`src/rtl/i2c_mon_pkg.sv`:
```
// Shared encodings and constants for the I2C bus timeout monitor and its us timer.
package i2c_mon_pkg;

    localparam logic [2:0] ST_DISABLED = 3'd0;
    localparam logic [2:0] ST_IDLE_CHK = 3'd1;
    localparam logic [2:0] ST_IDLE     = 3'd2;
    localparam logic [2:0] ST_BUSY     = 3'd3;
    localparam logic [2:0] ST_SCL_LOW  = 3'd4;
    localparam logic [2:0] ST_TMO      = 3'd5;

    localparam int SCL_LOW_MAX_US_DEF = 25000;
    localparam int IDLE_US_DEF        = 50;

    // Terminal count of the us prescaler: one tick every COUNT_1US+1 sys_clk cycles.
    localparam int COUNT_1US = 50;

    function automatic logic is_timed_state(input logic [2:0] st);
        return (st == ST_IDLE_CHK) || (st == ST_SCL_LOW);
    endfunction

endpackage

```
`src/rtl/i2c_start_stop_det.sv`:
```
// Registers the synchronised bus lines and flags START, STOP and SCL falling edges.
module i2c_start_stop_det (
    input  logic sys_clk,
    input  logic sys_rst,
    input  logic scl_in,
    input  logic sda_in,
    output logic start,
    output logic stop,
    output logic scl_fall
);

    logic scl_d_r;
    logic sda_d_r;

    // Previous-cycle bus levels; reset to the released (high) level so reset never fakes an edge
    always_ff @(posedge sys_clk) begin
        if (sys_rst) begin
            scl_d_r <= 1'b1;
            sda_d_r <= 1'b1;
        end else begin
            scl_d_r <= scl_in;
            sda_d_r <= sda_in;
        end
    end

    assign start    = scl_d_r & scl_in & sda_d_r & ~sda_in;
    assign stop     = scl_d_r & scl_in & ~sda_d_r & sda_in;
    assign scl_fall = scl_d_r & ~scl_in;

endmodule

```
`src/rtl/i2c_bus_timeout_mon.sv`:
```
// I2C/SMBus bus state tracker with idle qualification and SCL-low watchdog driven by a us tick.
module i2c_bus_timeout_mon
    import i2c_mon_pkg::*;
#(
    parameter int SCL_LOW_MAX_US = SCL_LOW_MAX_US_DEF,
    parameter int IDLE_US        = IDLE_US_DEF,
    parameter int CNT_W          = 16
) (
    input  logic             sys_clk,
    input  logic             sys_rst,
    input  logic             enable,
    input  logic             scl_in,
    input  logic             sda_in,
    input  logic             us_tick,
    input  logic             clr,
    output logic             tmr_en,
    output logic             bus_busy,
    output logic             bus_idle,
    output logic             scl_timeout,
    output logic             timeout_pulse,
    output logic [CNT_W-1:0] cnt_us
);

    logic [2:0]       state_r;
    logic [2:0]       state_nxt_s;
    logic [CNT_W-1:0] cnt_r;
    logic [CNT_W-1:0] cnt_nxt_s;
    logic [CNT_W-1:0] cnt_inc_s;
    logic             start_s;
    logic             stop_s;
    logic             scl_fall_s;
    logic             tmr_en_r;
    logic             bus_busy_r;
    logic             bus_idle_r;
    logic             scl_timeout_r;
    logic             timeout_pulse_r;
    logic             tmr_en_nxt_s;
    logic             bus_busy_nxt_s;
    logic             bus_idle_nxt_s;
    logic             scl_timeout_nxt_s;
    logic             timeout_pulse_nxt_s;

    i2c_start_stop_det u_det (
        .sys_clk  (sys_clk),
        .sys_rst  (sys_rst),
        .scl_in   (scl_in),
        .sda_in   (sda_in),
        .start    (start_s),
        .stop     (stop_s),
        .scl_fall (scl_fall_s)
    );

    // State register
    always_ff @(posedge sys_clk) begin
        if (sys_rst) begin
            state_r <= ST_DISABLED;
        end else begin
            state_r <= state_nxt_s;
        end
    end

    // Next state and next count; the counter saturates and restarts on every state entry
    always_comb begin
        state_nxt_s = state_r;
        cnt_nxt_s   = cnt_r;
        cnt_inc_s   = (&cnt_r) ? cnt_r : cnt_r + {{(CNT_W-1){1'b0}}, 1'b1};
        if (!enable) begin
            state_nxt_s = ST_DISABLED;
        end else begin
            case (state_r)
                ST_DISABLED: state_nxt_s = ST_IDLE_CHK;
                ST_IDLE_CHK: begin
                    if (!scl_in) begin
                        state_nxt_s = ST_SCL_LOW;
                    end else if (start_s) begin
                        state_nxt_s = ST_BUSY;
                    end else if (!sda_in) begin
                        cnt_nxt_s = '0;
                    end else if (us_tick) begin
                        cnt_nxt_s = cnt_inc_s;
                        if (cnt_inc_s == CNT_W'(IDLE_US)) begin
                            state_nxt_s = ST_IDLE;
                        end else begin
                            state_nxt_s = ST_IDLE_CHK;
                        end
                    end else begin
                        cnt_nxt_s = cnt_r;
                    end
                end
                ST_IDLE: begin
                    if (start_s) begin
                        state_nxt_s = ST_BUSY;
                    end else if (scl_fall_s) begin
                        state_nxt_s = ST_SCL_LOW;
                    end else begin
                        state_nxt_s = ST_IDLE;
                    end
                end
                ST_BUSY: begin
                    if (stop_s) begin
                        state_nxt_s = ST_IDLE_CHK;
                    end else if (!scl_in) begin
                        state_nxt_s = ST_SCL_LOW;
                    end else begin
                        state_nxt_s = ST_BUSY;
                    end
                end
                ST_SCL_LOW: begin
                    // A release in the same cycle as the final tick beats the timeout
                    if (scl_in) begin
                        state_nxt_s = ST_BUSY;
                    end else if (us_tick) begin
                        cnt_nxt_s = cnt_inc_s;
                        if (cnt_inc_s == CNT_W'(SCL_LOW_MAX_US)) begin
                            state_nxt_s = ST_TMO;
                        end else begin
                            state_nxt_s = ST_SCL_LOW;
                        end
                    end else begin
                        cnt_nxt_s = cnt_r;
                    end
                end
                ST_TMO: begin
                    if (scl_in) begin
                        state_nxt_s = ST_IDLE_CHK;
                    end else begin
                        state_nxt_s = ST_TMO;
                    end
                end
                default: state_nxt_s = ST_DISABLED;
            endcase
        end
        if ((state_nxt_s != state_r) || (state_nxt_s == ST_DISABLED)) begin
            cnt_nxt_s = '0;
        end else begin
            cnt_nxt_s = cnt_nxt_s;
        end
    end

    // Next output values; tmr_en stays low on the entry cycle so the prescaler restarts
    always_comb begin
        tmr_en_nxt_s        = is_timed_state(state_nxt_s) && (state_nxt_s == state_r);
        bus_busy_nxt_s      = (state_nxt_s == ST_BUSY) || (state_nxt_s == ST_SCL_LOW) ||
                              (state_nxt_s == ST_TMO);
        bus_idle_nxt_s      = (state_nxt_s == ST_IDLE);
        timeout_pulse_nxt_s = (state_r == ST_SCL_LOW) && (state_nxt_s == ST_TMO);
        if (timeout_pulse_nxt_s) begin
            scl_timeout_nxt_s = 1'b1;
        end else if (clr) begin
            scl_timeout_nxt_s = 1'b0;
        end else begin
            scl_timeout_nxt_s = scl_timeout_r;
        end
    end

    // Counter and output registers
    always_ff @(posedge sys_clk) begin
        if (sys_rst) begin
            cnt_r           <= '0;
            tmr_en_r        <= 1'b0;
            bus_busy_r      <= 1'b0;
            bus_idle_r      <= 1'b0;
            scl_timeout_r   <= 1'b0;
            timeout_pulse_r <= 1'b0;
        end else begin
            cnt_r           <= cnt_nxt_s;
            tmr_en_r        <= tmr_en_nxt_s;
            bus_busy_r      <= bus_busy_nxt_s;
            bus_idle_r      <= bus_idle_nxt_s;
            scl_timeout_r   <= scl_timeout_nxt_s;
            timeout_pulse_r <= timeout_pulse_nxt_s;
        end
    end

    assign tmr_en        = tmr_en_r;
    assign bus_busy      = bus_busy_r;
    assign bus_idle      = bus_idle_r;
    assign scl_timeout   = scl_timeout_r;
    assign timeout_pulse = timeout_pulse_r;
    assign cnt_us        = cnt_r;

endmodule
```
`config.mk`:
```
export PLATFORM = sky130hd
export DESIGN_NAME = i2c_bus_timeout_mon
export DESIGN_NICKNAME = d
export VERILOG_FILES = /design/src/rtl/i2c_mon_pkg.sv /design/src/rtl/i2c_start_stop_det.sv /design/src/rtl/i2c_bus_timeout_mon.sv
export SDC_FILE = /design/constraint.sdc
export NUM_CORES = 1
export LEC_CHECK = 0
export ABC_AREA = 1
export CAP_MARGIN = 25
export CORE_UTILIZATION = 40
export CTS_CLUSTER_DIAMETER = 40
export DETAILED_ROUTE_END_ITERATION = 12
export PLACE_DENSITY = 0.72
export SLEW_MARGIN = 20
export SYNTH_ARGS = -nofsm -noshare
export SYNTH_HDL_FRONTEND = slang
export SYNTH_SLANG_ARGS = --single-unit
export TNS_END_PERCENT = 100
```
`constraint.sdc`:
```
create_clock -name sys_clk -period 2.8 [get_ports sys_clk]
set_clock_uncertainty 0.05 [all_clocks]
set_input_delay 0.42 -clock sys_clk [delete_from_list [all_inputs] [get_ports sys_clk]]
set_output_delay 0.42 -clock sys_clk [all_outputs]
set_load 0.1 [all_outputs]
```
==> results_dict.tcl, run 1 <==
set metrics [dict create \
    syn_to_final_growth_pct 23.9 \
    pre_cts_slack_ns 0.0721 \
    critical_path.top_delay_family "simple AND/OR/NAND/NOR gates" \
    worstReg2RegEnd "cnt_us[1]" \
    slowest_stage "dfxtp_4" \
    fmax_mhz 376 \
    setup_ws_ns 0.139 \
    hold_path_end "scl_timeout" \
    cp_slowest_stage_delay_ns 0.39 \
    pin_count 28 \
    grt_start_max_net_pins 17 \
    drive_gt1_share_pct 24.9 \
    max_slew.worst_pin.slew_ns 0.409 \
    final_nets 371 \
    clk-insertion-delay-late_ns 0.27 \
    async_flop_share_pct 0 \
    synth_top_area_share_pct 25.1 \
    synth_seq_cells 26 \
    antenna_found_initial 0 \
    min_delay_path_depth 2 \
    grt_pass1_vias 1991 \
    syn_inst 329 \
    synth_top_area_cell "dfxtp_1" \
    syn_area_um2 2070 \
    grt_use_total_pct 20.6 \
    ff2ff_path_depth 19 \
    die_area_um2 5480 \
    synth_commonest_cells "nand2_1 (73), inv_1 (43), nor2_1 (38), a21oi_1 (27), dfxtp_1 (26)" \
    vias_per_cell 5.22 \
    htree_levels 1 \
    power_leakage_nw 1.12 \
    gr-total-overflow 0 \
    power_mw 0.766 \
    fin_area_um2 2570 \
    vias 2236 \
    synth_edf_count 0 \
    std_cell_rows 25 \
    drtIter0Drc 183 \
    final_util_pct 53.0 \
    diodes 0 \
    numCtsBuffers 3 \
    setup_viol 0 \
    yosysSeqAreaShare_pct 25.1 \
    clockRootBuffer "clkbuf_8" \
    wl_per_cell_um 12.9 \
    path_class "register to register" \
    cp_max_fo 8 \
    grt_pass1_wl_mm 8.81 \
    yosys_most_used_dff "dfxtp_1" \
    cts_tree "built" \
    peakVddDrop_mv 0.161 \
    place_hpwl_mm 4.13 \
    cp.required_ns 2.96 \
    final-hold-violation-count 0 \
    holdCritStartpoint "scl_timeout" \
    ys_types 35 \
    coreArea_um2 4850 \
    endpoint_kind "register" \
    gp_congestion 0.907 \
    finalCritPeriodShare_pct 95.0 \
    r2r-start "cnt_us[0]" \
    path_cells "ha_4 > nand2_1 > nor2_4 > nand2_4 > nor2_8 > a21oi_1 > nand3_1 > nor2_1 > nand3_1 > nand2_1 > nand2_1 > nand2_1 > nand2_2 > nand2_1 > nand2_1 > nor2_4 > nand4_4 > buf_12 > nor2_4" \
    drc 0 \
    period_minus_slack_ns 2.66 \
    cts_sinks 26 \
    start_kind "register" \
    hp-class "register to register" \
    cts_hold_buf 0 \
    clk_pin_slew_ns 0.09 \
    outcome "finished, final reports clean" \
    max_slew_margin_pct 72.5 \
    die_y_um 74.0 \
    drt-pass1-iter-count 5 \
    syn-mean-instance-area_um2 6.31 \
    placed_area_um2 2420 \
    cp_common_cell "nand2_1" \
    timing.hold.ws_ns 0.425 \
    clockBufferDepth 2 \
    drt-total-wl_mm 5.50 \
    p_per_area_nw_per_um2 298 \
    critPathArrivalTime_ns 2.83 \
    cap_violations 0 \
    yosys.cell_count.top_type "nand2_1" \
    fp.dieW_um 74.0 \
    yosys_warnings 0 \
    worst-path-buf-inv 1 \
    synth_nets 338 \
    ys_top_cells_by_area "dfxtp_1 (25%), nand2_1 (13%), inv_1 (7.8%), nor2_4 (7.6%), nor2_1 (6.9%)" \
    drv_slew 0 \
    start_util_pct 42.8 \
    ant_nets 0 \
    r2r_slack_ns 0.14 \
    io_buffers 27 \
]
power by group:
group | leakage (nW) | switching, mW | internal, mW | total (mW)
Sequential | 0.219 | 0.00469 | 0.372 | 0.377
Combinational | 0.869 | 0.0712 | 0.0388 | 0.110
Clock | 0.0339 | 0.123 | 0.156 | 0.279
Total | 1.12 | 0.199 | 0.567 | 0.766
tightest hold or removal path, stage by stage, from the launching register on:
cell and delay (ns):
dfxtp_1 0.32, inv_1 0.04, o31ai_1 0.07
cell type report:
cell class	count	area (um2)
clock buffers	4	66.3
fillers	491	2280
inverters	47	181
multi-input cells	244	1360
flip-flops and latches	26	546
well taps	67	83.8
repair buffers	40	335
cells in the final DEF (no fill, tap or decap), drive strengths merged, types with 2 or more instances in the layout:
cell,instances
a32oi,4
nor3,5
xor2,5
clkinv,2
a31oi,5
dfxtp,26
ha,2
inv,45
nand2,81
o31ai,2
buf,34
a21oi,27
nand3,25
clkbuf,4
nand4,7
o21ai,19
clkdlybuf4s50,6
nor2,55
state kept, by name (all words and copies together) (netlist names):
signal         count
cnt_us            16
state_r            3
bus_busy           1
bus_idle           1
scl_timeout        1
timeout_pulse      1
tmr_en             1
u_det.scl_d_r      1
u_det.sda_d_r      1
per-stage QoR:
| stage | std cells | setup TNS (ns) |
|---|---|---|
| 2_1_floorplan | 329 | 0 |
| 6_report | 428 | 0 |
| 3_3_place_gp | 421 | 0 |
| 4_1_cts | 425 | 0 |
| 3_5_place_dp | 421 | 0 |
| 5_1_grt | 428 | -0.187 |
kinds of logic after synthesis:
kind of cell	share of synthesized area, %
and+or+nand+nor	43.1
AOI/OAI and AO/OA	16.9
buffers and inverters	11.6
DFF	25.1
xor gates and xnor gates	2.11
adders and majority gates	1.21
layer usage:
layer  GRT usage (%)  wire [um]
met5               0          0
met4            5.98         61
met3            2.85        352
met2            34.0       2600
met1            27.9       2480
timing repair:
| action | CTS | global route |
|---|---|---|
| gates resized for setup | 0 | 14 |
| setup endpoints to repair | 0 | 17 |
| buffers inserted | 0 | 3 |
worst max-delay path by stage:
stage / start / endpoint / slack [ns] / cells after the start
detailed placement: cnt_us[0] / cnt_us[9] / 0.07 / 21
CTS: cnt_us[0] / cnt_us[9] / 0.05 / 19
finish: cnt_us[0] / cnt_us[1] / 0.14 / 19
floorplan: cnt_us[2] / cnt_us[13] / 0.04 / 18
global route: cnt_us[0] / cnt_us[1] / -0.03 / 19
global placement: cnt_us[0] / cnt_us[7] / 0.17 / 19
Note: power is estimated with default switching activity, not from simulation.
==> run 2: changes to the inputs <==
--- a/config.mk
+++ b/config.mk
@@ -7,10 +7,12 @@
 export LEC_CHECK = 0
 export ABC_AREA = 1
 export CAP_MARGIN = 25
-export CORE_UTILIZATION = 40
+export CELL_PAD_IN_SITES_DETAIL_PLACEMENT = 0
+export CELL_PAD_IN_SITES_GLOBAL_PLACEMENT = 2
+export CORE_UTILIZATION = 29
 export CTS_CLUSTER_DIAMETER = 40
 export DETAILED_ROUTE_END_ITERATION = 12
-export PLACE_DENSITY = 0.72
+export PLACE_DENSITY = 0.9
 export SLEW_MARGIN = 20
 export SYNTH_ARGS = -nofsm -noshare
 export SYNTH_HDL_FRONTEND = slang
==> results_dict.tcl, run 2 (same netlist as run 1, synthesis figures left out) <==
set metrics [dict create \
    r2r-start "cnt_us[0]" \
    most-common-layout-cells "nand2_1 (67), inv_1 (43), nor2_1 (33)" \
    ff2ff_path_depth 19 \
    critical_path.top_delay_family "simple AND/OR/NAND/NOR gates" \
    antenna_found_initial 0 \
    rsz0062_at_grt "no" \
    place_hpwl_mm 4.42 \
    gp_congestion 0.808 \
    numCtsBuffers 3 \
    drt-pass1-iter-count 5 \
    drv_slew 0 \
    htree_levels 1 \
    cp_slowest_stage_delay_ns 0.41 \
    drtIter0Drc 92 \
    register_area_um2 548 \
    diodes 0 \
    cts_hold_buf 0 \
    p_per_area_nw_per_um2 282 \
    grt_pass1_vias 1957 \
    drt-total-wl_mm 5.98 \
    cp.required_ns 2.96 \
    slowest_stage "dfxtp_4" \
    fp.dieW_um 86.6 \
    setup_ws_ns 0.199 \
    cp_num_cells 19 \
    clk_pin_slew_ns 0.10 \
    worstSetupStartpoint "cnt_us[0]" \
    multiInputGateArea_um2 1380 \
    coreArea_um2 6870 \
    final-hold-violation-count 0 \
    start_kind "register" \
    worstReg2RegEnd "cnt_us[13]" \
    cts_sinks 26 \
    fmax_mhz 384 \
    vias_per_cell 4.82 \
    finalCritPeriodShare_pct 92.9 \
    ant_nets 0 \
    path_class "register to register" \
    worst-path-buf-inv 2 \
    setup_viol 0 \
    cp_common_cell "nand2_2" \
    hp-class "register to register" \
    largest_register_ffs 16 \
    period_minus_slack_ns 2.60 \
    power_leakage_nw 1.14 \
    crit_end "cnt_us[13]" \
    std_cell_rows 30 \
    num-fill-cells 755 \
    drc 0 \
    grt_pass1_wl_mm 9.44 \
    grt_use_total_pct 15.9 \
    setup_tns_ns 0 \
    cts_tree "built" \
    pre_cts_slack_ns 0.0584 \
    clk-insertion-delay-late_ns 0.28 \
    final_nets 370 \
    cp_max_fo 12 \
    final_common_cell "nand2_1" \
    drive_gt1_share_pct 27.5 \
    grt_start_max_net_pins 22 \
    max_slew_margin_pct 75.0 \
    critPathArrivalTime_ns 2.76 \
    endpoint_kind "register" \
    path_cells "ha_4 > nand2_4 > nor2_4 > nand2_4 > nor2_8 > inv_8 > nand2_2 > and3_1 > nand3_1 > nand2_1 > nand2_1 > nand2_2 > nand2_2 > nand2_2 > nand2_2 > nor2_4 > nand4_4 > clkbuf_16 > nor2_4" \
    max_slew.worst_pin.slew_ns 0.371 \
    io_buffers 27 \
    vias 2198 \
    die_y_um 86.6 \
    die_area_um2 7500 \
    outcome "finished, final reports clean" \
    wl_per_cell_um 13.1 \
    syn_to_final_growth_pct 26.7 \
    peakVddDrop_mv 0.165 \
    cap_violations 0 \
    gr-total-overflow 0 \
    clockBufferDepth 2 \
    clockRootBuffer "clkbuf_8" \
    pin_count 28 \
    r2r_slack_ns 0.20 \
    start_util_pct 30.2 \
]
==> run 2: stage by stage <==
step / util [%] / total power, mW / hold WS (ns) / std cells / cell area (um2)
after floorplan: - / 0.461 / 0.473 / 329 / 2100
after global placement: 35.5 / 0.490 / 0.404 / 447 / 2440
after detailed placement: 35.5 / 0.490 / 0.402 / 447 / 2440
after CTS: 36.3 / 0.744 / 0.427 / 451 / 2490
after global routing: 38.3 / 0.780 / 0.470 / 456 / 2630
final: 38.3 / 0.741 / 0.421 / 456 / 2630
==> run 2: how the worst min path moves through the flow <==
stage                     start           to  slack, ns  cells after the start
CTS                 scl_timeout  scl_timeout       0.43                      2
global route        scl_timeout  scl_timeout       0.47                      2
floorplan                   clr  scl_timeout       0.47                      1
global placement    scl_timeout  scl_timeout       0.40                      2
detailed placement  scl_timeout  scl_timeout       0.40                      2
finish              scl_timeout  scl_timeout       0.42                      2
==> run 2: power breakdown <==
part	switching [mW]	internal [mW]	total, mW
logic	0.0733	0.0389	0.112
registers	0.00491	0.371	0.376
clock network	0.126	0.126	0.252
total	0.204	0.536	0.741
==> run 2: worst min-delay path, delay by kind of cell, from the launching register on <==
family	cells	cell delay, ns
flip-flops	1	0.32
buffers and inverters	1	0.05
AO/OA/AOI/OAI	1	0.06
==> run 2: final cells by class <==
class	count	share of cell area, %
tap	96	4.57
timing repair buffer	39	12.9
clock buffer	4	2.09
sequential	26	20.8
multi-input combinational	244	52.6
inverter	47	7.00
==> run 2: timing repair <==
item,CTS,global route
setup endpoints to repair,0,17
setup buffers,0,4
resized for setup,0,23
==> run 2: metal layers <==
layer  track usage, %  vias to the layer above  part of all wire [%]
li1                 -                     1130                     -
met1             22.8                     1020                    48
met2             25.4                       43                    47
met3             1.43                        5                   3.9
met4             4.24                        0                  0.77
met5                0                        -                     0
==> run 3: changes to the inputs <==
--- a/config.mk
+++ b/config.mk
@@ -5,12 +5,11 @@
 export SDC_FILE = /design/constraint.sdc
 export NUM_CORES = 1
 export LEC_CHECK = 0
-export ABC_AREA = 1
 export CAP_MARGIN = 25
 export CELL_PAD_IN_SITES_DETAIL_PLACEMENT = 0
 export CELL_PAD_IN_SITES_GLOBAL_PLACEMENT = 2
-export CORE_UTILIZATION = 29
-export CTS_CLUSTER_DIAMETER = 40
+export CORE_UTILIZATION = 31
+export CTS_CLUSTER_DIAMETER = 80
 export DETAILED_ROUTE_END_ITERATION = 12
 export PLACE_DENSITY = 0.9
 export SLEW_MARGIN = 20
==> results_dict.tcl, run 3 <==
set metrics [dict create \
    outcome "finished, violations left" \
    violations "negative setup slack" \
    vias 2382 \
    max_slew_margin_pct 58.7 \
    cp_slowest_stage_delay_ns 0.51 \
    yosysSeqAreaShare_pct 26.5 \
    timing.hold.ws_ns 0.427 \
    setup_viol 18 \
    coreArea_um2 6030 \
    yosys.cell_count.top_type "dfxtp_1" \
    ff2ff_path_depth 13 \
    synthSimpleGateAreaFrac_pct 35.1 \
    synth_nets 267 \
    worst-path-buf-inv 4 \
    path_cells "ha_4 > nand4_4 > buf_12 > buf_6 > or4_4 > nand3_2 > a32o_2 > nor4_4 > buf_4 > o21ai_4 > o2111ai_4 > buf_6 > a311oi_2" \
    io_buffers 27 \
    rsz0062_at_grt "yes" \
    antenna_found_initial 0 \
    period_minus_slack_ns 2.90 \
    drv_slew 0 \
    most-common-layout-cells "buf_4 (104), nand2_1 (24), nor2_1 (19)" \
    grt_start_max_net_pins 16 \
    pre_cts_slack_ns -0.213 \
    cts_hold_buf 0 \
    drive_gt1_share_pct 49.9 \
    peakVddDrop_mv 0.222 \
    clockBufferDepth 2 \
    cap_violations 0 \
    grt_pass1_vias 2264 \
    worstReg2RegEnd "cnt_us[5]" \
    slowest_stage "or4_4" \
    power_leakage_nw 1.28 \
    gr-total-overflow 0 \
    async_flop_share_pct 0 \
    cp_num_cells 13 \
    synth_top_area_cell "dfxtp_1" \
    clockRootBuffer "clkbuf_8" \
    p_per_area_nw_per_um2 247 \
    grt_use_total_pct 22.0 \
    synth_commonest_cells "dfxtp_1 (26), nand2_1 (25), nor2_1 (20), o21ai_0 (20), a21oi_1 (15)" \
    critical_path.top_delay_family "simple AND/OR/NAND/NOR gates" \
    drt-total-wl_mm 6.92 \
    crit_end "cnt_us[5]" \
    numCtsBuffers 3 \
    diodes 0 \
    path_class "register to register" \
    cp_max_fo 5 \
    synth_compound_gate_area_share_pct 27.4 \
    htree_levels 1 \
    synth_mux_area_share_pct 1.59 \
    start_kind "register" \
    cts_sinks 26 \
    largest_register_ffs 16 \
    synth_seq_cells 26 \
    endpoint_kind "register" \
    finalCritPeriodShare_pct 104 \
    syn-mean-instance-area_um2 7.60 \
    final_nets 371 \
    setup_ws_ns -0.0990 \
    cts_tree "built" \
    final_common_cell "buf_4" \
    ys_top_cells_by_area "dfxtp_1 (27%), o21ai_0 (5.1%), nand2_1 (4.8%), a21oi_1 (3.8%), nor2_1 (3.8%)" \
    place_hpwl_mm 5.19 \
    drc 0 \
    clk-insertion-delay-late_ns 0.27 \
    syn_to_final_growth_pct 64.0 \
    syn_inst 258 \
    pin_count 28 \
    yosys_most_used_dff "dfxtp_1" \
    drt-pass1-iter-count 4 \
    vias_per_cell 5.46 \
    r2r_slack_ns -0.1 \
    setup_tns_ns -1.07 \
    synthAdderAreaFrac_pct 1.28 \
    clk_pin_slew_ns 0.09 \
    final-hold-violation-count 0 \
    syn_area_um2 1960 \
    die_area_um2 6650 \
    max_slew.worst_pin.slew_ns 0.613 \
    die_y_um 81.6 \
    yosys_warnings 0 \
    critPathArrivalTime_ns 3.03 \
    gp_congestion 0.845 \
    hp-class "register to register" \
    synth_xor_area_share_pct 1.79 \
    ant_nets 0 \
    start_util_pct 32.6 \
    std_cell_rows 28 \
    cp_common_cell "buf_6" \
    synth_top_area_share_pct 26.5 \
    ys_types 63 \
    worstSetupStartpoint "cnt_us[0]" \
    wl_per_cell_um 15.9 \
    synth_top_family_by_area "simple AND/OR/NAND/NOR gates" \
    grt_pass1_wl_mm 11.2 \
    synth_edf_count 0 \
    fp.dieW_um 81.6 \
    cp.required_ns 2.93 \
    drtIter0Drc 170 \
    r2r-start "cnt_us[0]" \
    fmax_mhz 345 \
]
==> run 3: cell count changes after synthesis, moves of 6 or more <==
cell,before,now
inv_1,43,6
nor2_1,38,20
a21oi_1,27,15
nand3_1,23,13
nor2_2,2,10
nor3_1,5,11
nor2_4,14,0
nand2_2,7,0
nand2_1,73,25
==> run 3: where the power goes <==
| group | leakage (nW) | switching [mW] | total [mW] | internal (mW) |
|---|---|---|---|---|
| logic | 1.02 | 0.0618 | 0.118 | 0.0559 |
| registers | 0.223 | 0.00383 | 0.364 | 0.360 |
| clock network | 0.0357 | 0.121 | 0.313 | 0.191 |
| total | 1.28 | 0.187 | 0.794 | 0.607 |
==> run 3: kinds of logic (layout without fill, tap and decap cells) <==
logic type      after synthesis  after routing
compound gates               78             79
simple gates                120            120
flops                        26             26
fa+ha+maj                     2              2
mux                           3              3
buf+inv                      25            127
xor+xnor                      4              4
==> run 3: worst min-delay path by stage <==
stage,from,end,slack [ns],cells past startpoint
floorplan,scl_in,u_det.scl_d_r,0.48,1
global placement,scl_timeout,scl_timeout,0.40,2
detailed placement,scl_timeout,scl_timeout,0.42,2
CTS,scl_timeout,scl_timeout,0.44,2
global route,scl_timeout,scl_timeout,0.47,2
finish,scl_timeout,scl_timeout,0.43,2
==> run 3: layer usage <==
layer	share of wire, %	GRT usage (%)	wire (um)	vias up
li1	-	-	-	1178
met1	45	29.5	3140	1137
met2	50	38.1	3470	59
met3	3.2	1.56	224	8
met4	1.3	5.00	91	0
met5	0	0	0	-
==> run 3: worst min-delay path, cell delays in order (launching register included) <==
cell     delay [ns]
dfxtp_1        0.34
nand2_1        0.05
o21ai_0        0.06
==> run 3: layout make-up <==
type | count | area, um2
clock buffer | 3 | 41.3
timing repair buffer | 117 | 928
inverter | 6 | 22.5
tap | 75 | 93.8
clock inverter | 1 | 30.0
multi-input combinational | 208 | 1530
fill | 569 | 2810
sequential | 26 | 576
==> run 3: metrics by stage <==
stage / cells / instance area, um2 / power, mW / util [%]
3_3_place_gp: 419 / 2860 / 0.472 / 47.5
6_report: 436 / 3220 / 0.794 / 53.4
4_1_cts: 431 / 3120 / 0.802 / 51.8
3_5_place_dp: 419 / 2860 / 0.473 / 47.5
5_1_grt: 436 / 3220 / 0.828 / 53.4
2_1_floorplan: 258 / 2090 / 0.427 / -
==> run 3: repair_timing <==
item,4_1_cts,5_1_grt
gates cloned,1,0
pin swaps,12,10
endpoints found under the setup margin,18,21
gates resized for setup,23,12
buffers inserted,7,6
